`config.mk`:
```
export PLATFORM = sky130hd
export DESIGN_NAME = matrix_key_responder
export DESIGN_NICKNAME = d
export VERILOG_FILES = /design/src/rtl/matrix_key_responder.sv
export SDC_FILE = /design/constraint.sdc
export NUM_CORES = 1
export LEC_CHECK = 0
export CAP_MARGIN = 10
export CORE_MARGIN = 3
export CORE_UTILIZATION = 51
export CTS_CLUSTER_DIAMETER = 120
export DETAILED_ROUTE_END_ITERATION = 8
export PLACE_DENSITY = 0.8
export SYNTH_ARGS = -nofsm -noshare
export SYNTH_HDL_FRONTEND = slang
export SYNTH_SLANG_ARGS = --single-unit
```
`constraint.sdc`:
```
create_clock -name clk_in -period 2.6 [get_ports clk_in]
set_input_delay 0.52 -clock clk_in [delete_from_list [all_inputs] [get_ports clk_in]]
set_output_delay 0.52 -clock clk_in [all_outputs]
set_load 0.02 [all_outputs]
```
`src/rtl/matrix_key_responder.sv`:
```
// Behavioural 4x4 keypad contact model: scripted presses with hold, release and gap timing.
// Optional contact bounce (LFSR-driven) is compiled in when KEY_BOUNCE_EN is defined.
module matrix_key_responder #(
  parameter int unsigned HOLD_W        = 16,
  parameter int unsigned BOUNCE_CYCLES = 200,
  parameter int unsigned GAP_CYCLES    = 1000
) (
  input  logic              clk_in,
  input  logic              rst,
  input  logic              req_valid,
  output logic              req_ready,
  input  logic [3:0]        req_key,
  input  logic [HOLD_W-1:0] req_hold,
  input  logic [3:0]        scan_out,
  output logic [3:0]        scan_in,
  output logic              busy,
  output logic              key_closed,
  output logic              done
);

  localparam longint unsigned HoldSpan = longint'(1) << HOLD_W;
  localparam longint unsigned MaxBg    = (BOUNCE_CYCLES > GAP_CYCLES) ?
                                         longint'(BOUNCE_CYCLES) : longint'(GAP_CYCLES);
  localparam longint unsigned MaxCnt   = (MaxBg > HoldSpan) ? MaxBg : HoldSpan;
  localparam int unsigned     CntW     = $clog2(MaxCnt) + 1;

  localparam logic [CntW-1:0] GapLd = CntW'(GAP_CYCLES);
  localparam logic [CntW-1:0] CntOne = CntW'(1);

  typedef enum logic [2:0] {
    StIdle,
    StBounceIn,
    StHold,
    StBounceOut,
    StGap
  } state_e;

  state_e          state_q;
  logic [CntW-1:0] cnt_q;
  logic [3:0]      key_q;
  logic [CntW-1:0] hold_eff;

  // A zero hold request still closes the contact for one cycle.
  assign hold_eff  = (req_hold == '0) ? CntOne : CntW'(req_hold);
  assign req_ready = (state_q == StIdle);
  assign busy      = (state_q != StIdle);

  always_comb begin
    scan_in = 4'b1111;
    if (key_closed && !scan_out[key_q[1:0]]) begin
      scan_in[key_q[3:2]] = 1'b0;
    end
  end

`ifdef KEY_BOUNCE_EN
  localparam logic [CntW-1:0] BounceLd = CntW'(BOUNCE_CYCLES);

  logic [7:0]      lfsr_q;
  logic [7:0]      lfsr_d;
  logic [CntW-1:0] hold_q;

  // Fibonacci x^8+x^6+x^5+x^4+1; key_closed takes the bit the LFSR is about to hold.
  assign lfsr_d = {lfsr_q[6:0], lfsr_q[7] ^ lfsr_q[5] ^ lfsr_q[4] ^ lfsr_q[3]};

  always_ff @(posedge clk_in or negedge rst) begin
    if (!rst) begin
      lfsr_q <= 8'hA5;
    end else begin
      lfsr_q <= lfsr_d;
    end
  end
`endif

  always_ff @(posedge clk_in or negedge rst) begin
    if (!rst) begin
      state_q    <= StIdle;
      cnt_q      <= '0;
      key_q      <= '0;
      key_closed <= 1'b0;
      done       <= 1'b0;
`ifdef KEY_BOUNCE_EN
      hold_q     <= '0;
`endif
    end else begin
      done <= 1'b0;
      unique case (state_q)
        StIdle: begin
          if (req_valid) begin
            key_q <= req_key;
`ifdef KEY_BOUNCE_EN
            hold_q <= hold_eff;
            if (BOUNCE_CYCLES != 0) begin
              state_q    <= StBounceIn;
              cnt_q      <= BounceLd;
              key_closed <= lfsr_d[0];
            end else begin
              state_q    <= StHold;
              cnt_q      <= hold_eff;
              key_closed <= 1'b1;
            end
`else
            state_q    <= StHold;
            cnt_q      <= hold_eff;
            key_closed <= 1'b1;
`endif
          end
        end
`ifdef KEY_BOUNCE_EN
        StBounceIn: begin
          if (cnt_q == CntOne) begin
            state_q    <= StHold;
            cnt_q      <= hold_q;
            key_closed <= 1'b1;
          end else begin
            cnt_q      <= cnt_q - CntOne;
            key_closed <= lfsr_d[0];
          end
        end
        StBounceOut: begin
          if (cnt_q != CntOne) begin
            cnt_q      <= cnt_q - CntOne;
            key_closed <= lfsr_d[0];
          end else if (GAP_CYCLES != 0) begin
            state_q    <= StGap;
            cnt_q      <= GapLd;
            key_closed <= 1'b0;
          end else begin
            state_q    <= StIdle;
            key_closed <= 1'b0;
            done       <= 1'b1;
          end
        end
`endif
        StHold: begin
          if (cnt_q != CntOne) begin
            cnt_q <= cnt_q - CntOne;
`ifdef KEY_BOUNCE_EN
          end else if (BOUNCE_CYCLES != 0) begin
            state_q    <= StBounceOut;
            cnt_q      <= BounceLd;
            key_closed <= lfsr_d[0];
`endif
          end else if (GAP_CYCLES != 0) begin
            state_q    <= StGap;
            cnt_q      <= GapLd;
            key_closed <= 1'b0;
          end else begin
            state_q    <= StIdle;
            key_closed <= 1'b0;
            done       <= 1'b1;
          end
        end
        StGap: begin
          if (cnt_q == CntOne) begin
            state_q <= StIdle;
            done    <= 1'b1;
          end else begin
            cnt_q <= cnt_q - CntOne;
          end
        end
        default: begin
          state_q    <= StIdle;
          key_closed <= 1'b0;
        end
      endcase
    end
  end

endmodule

```
* Word-level counts from Yosys, hierarchy flattened
Cells that the tools add are included.
** Storage, ports and cells
- Bits in registers :: 26
- Input bits :: 27
- Output and inout port bits :: 8
- Word-level logic and storage cells :: 49
** Operators by class
- $add $sub $neg :: 1
- Order comparisons :: 3
- Equal/unequal tests :: 8
- Mux-type cells :: 19
- Bitwise gates (word level) :: 2
- Reductions and logical operators :: 11
** Operator list (number)
- $mux 17 :: 3
- $pmux 17 s3 :: 1
- $eq 17x1->1 const B :: 1
- $ne 17x1->1 const B :: 1
- $sub 17x1->17 const B :: 1
- $logic_not 16->1 :: 1
- $mux 16 :: 1
- $mux 3 :: 3
- $pmux 3 s3 :: 1
- $reduce_and 3->1 :: 3
- $ne 2x2->1 const B :: 4
- $lt 2x3->1 const B :: 2
- $mux 1 :: 6
- $reduce_bool 3->1 :: 2
- $mux 4 :: 1
- $not 4->4 :: 1
- $eq 3x2->1 const B :: 1
- $eq 3x3->1 const B :: 1
- $logic_not 3->1 :: 1
- $pmux 1 s3 :: 1
- $bmux 1 s2 :: 1
- $demux 1 s2 :: 1
- $ge 2x1->1 const B :: 1
- $logic_and 1x1->1 :: 2
- 3 further kinds :: 3

* Logic depth before layout (Yosys ltp)
- Word-level depth :: 6
- Gate-level depth with buffers :: 8
- Depth with buffers taken out :: 7

* Worst setup path before layout
No wires, ideal clock.
- Kind :: reg2reg
- From :: register cnt_q[2]
- To :: register cnt_q[16]
- Library setup time :: 83 ps
- Arrival time :: 1996 ps
- Required time :: 2517 ps
- Path slack :: 521 ps
- Cell stages (with the launch flop) :: 6
- Path buffers :: 0
- Period minus slack after synthesis :: 2079 ps
- Path through :: dfrtp_1 -> or3_4 -> or3_4 -> or4_1 -> or3_1 -> o21ai_0
** Between the ends
- Longest elaborated chain between the ends :: 3
- Elaborated cells on any way between the ends :: 8
- Those cells by class :: add/sub: 1; eq/ne: 3; mux: 3; reduce/logical: 1
** Ends and longest elaborated chain
- from (decl) :: line 39 : logic [CntW-1:0] cnt_q;
- from (signal assigned) :: line 103 : cnt_q <= hold_eff;
- from (signal assigned) :: line 136 : cnt_q <= cnt_q - CntOne;
- from (signal assigned) :: line 145 : cnt_q <= GapLd;
- $sub 17x1->17 (tied with other cells) :: line 136, 158
- $mux 17 (tied with other cells) :: line 154 : if (cnt_q == CntOne) begin
- $pmux 17 s3 or $reduce_and 3->1 (tied branches)
Several ways; a longest one is shown, not always the timed one. The select of a mux whose other input is x is not followed.
A chain may end at the register's enable or synchronous reset.

* Worst setup path after layout
- From :: input scan_out[3]
- To :: output scan_in[1]
** Between the ends
- Longest elaborated chain between the ends :: 5
** Ends and longest elaborated chain
- from (decl) :: line 14 : input logic [3:0] scan_out,
- $bmux 1 s2 :: line 50 : if (key_closed && !scan_out[key_q[1:0]]) begin
- $mux 1 (not written as such) :: line 50
- $logic_not 1->1 :: line 50
- $logic_and 1x1->1 :: line 50
- $mux 4 :: line 50
- to (decl) :: line 15 : output logic [3:0] scan_in,
No other way between the ends. The select of a mux whose other input is x is not followed.

==> metrics.txt <==
# TYPE chip_impl_metric gauge
chip_impl_info{name="run_status",value="complete, no violations"} 1
chip_impl_metric{name="seq_area",unit="µm²"} 626
chip_impl_metric{name="htree_num_levels",unit=""} 1
chip_impl_metric{name="clock_sink_count",unit=""} 25
chip_impl_metric{name="multiInputGateArea",unit="µm²"} 962
chip_impl_metric{name="diodes_inserted",unit=""} 0
chip_impl_metric{name="io_buf_count",unit=""} 34
chip_impl_metric{name="share_seq_of_total_power",unit="%"} 35.2
chip_impl_metric{name="slew_violations",unit=""} 0
chip_impl_metric{name="internal_power",unit="mW"} 1.16
chip_impl_metric{name="finalCoreUtilization",unit="%"} 71.3
chip_impl_metric{name="crit_path_largest_cell_delay",unit="ns"} 0.47
chip_impl_info{name="ys.flop_type",value="dfrtp_1"} 1
chip_impl_metric{name="wl_per_cell",unit="µm"} 16.9
chip_impl_metric{name="placement_rows",unit=""} 19
chip_impl_metric{name="worst_ir_drop_vdd",unit="mV"} 0.601
chip_impl_info{name="clock_tree.root_cell",value="clkbuf_4"} 1
chip_impl_metric{name="floorplan.die.width",unit="µm"} 62.8
chip_impl_metric{name="yosysSeqAreaShare",unit="%"} 38.0
chip_impl_info{name="cp_cell_sequence",value="clkdlybuf4s50_1 > mux4_2 > nor2b_2 > buf_4 > nand3b_1 > clkdlybuf4s15_1"} 1
chip_impl_metric{name="synth-edff-count",unit=""} 0
chip_impl_metric{name="post_synth_num_cell_types",unit=""} 51
chip_impl_metric{name="timing.critical_path.buf_inv",unit=""} 3
chip_impl_metric{name="tritoncts.num_buffers",unit=""} 3
chip_impl_metric{name="drt-total-wl",unit="µm"} 4500
chip_impl_metric{name="p_leak",unit="nW"} 0.837
chip_impl_metric{name="dp_worst_setup_slack",unit="ns"} -0.258
chip_impl_metric{name="synthCells",unit=""} 184
chip_impl_metric{name="detail_route.drc_violations",unit=""} 0
chip_impl_metric{name="switching_share",unit="%"} 45.9
chip_impl_metric{name="setup_violations",unit=""} 0
chip_impl_metric{name="n_fill_cell",unit=""} 245
chip_impl_info{name="critPathTopFamily",value="buffers and inverters"} 1
chip_impl_metric{name="grt_max_degree",unit=""} 26
chip_impl_metric{name="final.setup_skew",unit="ns"} 0.00763
chip_impl_metric{name="share_of_flip_flops_with_an_asynchronous_set_or_reset",unit="%"} 100
chip_impl_metric{name="avgViaCountPerCell",unit=""} 6.39
chip_impl_metric{name="cts_buffer_depth",unit=""} 2
chip_impl_metric{name="synth.yosys.warnings",unit=""} 0
chip_impl_info{name="tritoncts",value="done"} 1
chip_impl_metric{name="placeableCoreArea",unit="mm²"} 0.00292
chip_impl_metric{name="layout-area-overhead-vs-synth",unit="%"} 26.8
chip_impl_metric{name="antenna_violations_before_repair",unit=""} 0
chip_impl_metric{name="cts.reportedPaths.clkPinSlew",unit="ns"} 0.15
chip_impl_info{name="crit_slowest_cell",value="mux4_2"} 1
chip_impl_metric{name="postSynthNetCount",unit=""} 217
chip_impl_metric{name="layout-drive-gt1-share",unit="%"} 11.6
chip_impl_metric{name="period_share",unit="%"} 96.3
chip_impl_metric{name="top_level_ports",unit=""} 35
chip_impl_metric{name="cellPowerDensity",unit="mW/mm²"} 1030
chip_impl_metric{name="design.die.area",unit="mm²"} 0.00394
chip_impl_metric{name="max_capacitance_violation_count",unit=""} 0
chip_impl_metric{name="first_pass_grt_wire_length",unit="µm"} 7960
chip_impl_metric{name="p_switching",unit="µW"} 985
chip_impl_metric{name="clock_insertion_delay_worst_skew",unit="ns"} 0.33
chip_impl_metric{name="final_nets",unit=""} 258
chip_impl_metric{name="timing_hold_violations_final",unit=""} 0
chip_impl_metric{name="max_freq",unit="GHz"} 0.399
chip_impl_metric{name="timing.critical_path.fanout_max",unit=""} 2
chip_impl_metric{name="worst_ep_arrival_time",unit="ns"} 1.98
chip_impl_metric{name="timing.slew.headroom",unit="%"} 65.4
chip_impl_metric{name="actual_transition_at_the_worst_max_transition_pin",unit="ns"} 0.514
chip_impl_metric{name="overall_overflow_remaining_after_global_route",unit=""} 0
chip_impl_metric{name="fin_crit",unit="ns"} 2.50
chip_impl_metric{name="power.share.combinational",unit="%"} 56.2
chip_impl_metric{name="detail_route.first_pass.iterations",unit=""} 4
chip_impl_metric{name="post-route-worst-setup-slack",unit="ns"} 0.0968
chip_impl_metric{name="gp_congestion",unit=""} 0.946
chip_impl_metric{name="cp.required",unit="ns"} 2.08
chip_impl_metric{name="routed-via-count",unit=""} 1701
chip_impl_metric{name="via_count_of_the_first_global_routing_pass",unit=""} 1755
chip_impl_metric{name="detailed_place_hpwl",unit="µm"} 3380
chip_impl_metric{name="antenna_left",unit=""} 0
chip_impl_info{name="critical_path_class",value="input port to output port"} 1
chip_impl_metric{name="start_util",unit="%"} 56.3
chip_impl_metric{name="chipHeight",unit="µm"} 62.8
chip_impl_metric{name="post_synth_instance_area",unit="mm²"} 0.00165
chip_impl_metric{name="clock_power_share",unit="%"} 8.6
chip_impl_info{name="worst_hold_path_type",value="input port to asynchronous set/reset pin"} 1
chip_impl_info{name="timing.critical_path.from_type",value="input port"} 1
chip_impl_metric{name="globalRouteTotalUtil",unit="%"} 24.5
chip_impl_metric{name="synth-seq-cells",unit=""} 25
chip_impl_metric{name="number_of_violations_reported_at_the_end_of_detailed_routing_iteration_0",unit=""} 115
chip_impl_metric{name="synth_area_per_cell",unit="µm²"} 8.94
chip_impl_info{name="grt_setup_unrepaired",value="no"} 1
chip_impl_info{name="worst_setup_path_end_kind",value="output port"} 1
==> path summary, 6_finish.rpt <==
path | end | slack, ns | cells after the start | startpoint
setup / recovery | scan_in[1] | 0.1 | 6 | scan_out[3]
hold / removal | cnt_q[8]$_DFFE_PN0P_ | 0.54 | 2 | rst
setup reg to reg | cnt_q[6]$_DFFE_PN0P_ | 0.34 | 6 | state_q[2]$_DFFE_PN0P_
max in group asynchronous | cnt_q[13]$_DFFE_PN0P_ | 1.81 | 2 | rst
hold reg to reg | cnt_q[10]$_DFFE_PN0P_ | 0.55 | 1 | cnt_q[10]$_DFFE_PN0P_
min in group clk_in | cnt_q[10]$_DFFE_PN0P_ | 0.55 | 1 | cnt_q[10]$_DFFE_PN0P_
==> logic make-up after synthesis <==
group                    synth area share (%)
AO/OA/AOI/OAI                            23.3
XOR/XNOR                                 1.60
multiplexers                             4.11
AND/OR/NAND/NOR                          24.6
flip-flops                               38.0
buffers and inverters                    3.80
adder cells (fa/ha/maj)                  4.56
==> cells in the mapped netlist, types with 4 or more instances <==
master	n	area, µm²
a21oi_1	12	60.1
dfrtp_1	25	626
ha_1	6	75.1
inv_1	10	37.5
mux2_2	4	45.0
nand2_1	13	48.8
nor2_1	13	48.8
nor3_1	6	30.0
nor4_1	9	56.3
o21ai_0	13	65.1
==> stage by stage <==
step           hold WS, ns  total power, mW  TNS [ns]  cells  area [µm²]
2_1_floorplan        0.224             1.55         0    184        1650
3_3_place_gp         0.493             1.90    -0.640    262        2070
3_5_place_dp         0.511             1.95    -0.866    262        2070
4_1_cts              0.547             2.13         0    266        2090
5_1_grt              0.553             2.32         0    266        2090
6_report             0.541             2.15         0    266        2090
==> power by group through the flow <==
stage               Clock, mW  Sequential (mW)  Combinational [mW]
floorplan                   0            0.715               0.833
global placement            0            0.746                1.15
detailed placement          0            0.758                1.19
CTS                     0.187            0.752                1.19
global route            0.208            0.790                1.32
finish                  0.186            0.756                1.21
==> timing repair <==
action                     4_1_cts  5_1_grt
resized for setup                6        7
setup endpoints to repair        4        4
hold buffers                     0        0
cloned                           0        0
buffers inserted                 0        0
==> cell type report <==
class	count	area share [%]
multi-input combinational	143	46.1
sequential	25	30.0
timing repair buffer	41	18.1
tap	42	2.52
inverter	11	1.98
clock buffer	4	1.26
==> registers in the layout (all words and copies together) (netlist names) <==
signal / cells
done: 1
key_closed: 1
state_q: 2
key_q: 4
cnt_q: 17
==> placed cells by master (no fill, tap or decap), drive strengths merged, types with 4 or more instances in the layout <==
cell           count
buf                7
dfrtp             25
nand2             13
nor4              10
a21oi             12
inv               10
or3                5
mux2               4
clkdlybuf4s50     30
nor2              13
nor3               6
o21ai             15
clkbuf             7
ha                 6
==> metal layers <==
metal / wire, µm / track usage, % / vias to the layer above / share of wire [%]
met3: 288 / 2.52 / 13 / 6.4
li1: - / - / 782 / -
met2: 2310 / 44.5 / 77 / 51
met5: 0 / 0 / - / 0
met4: 98 / 7.44 / 0 / 2.2
met1: 1810 / 30.2 / 829 / 40
No activity file was read; power rests on OpenSTA's default activity.
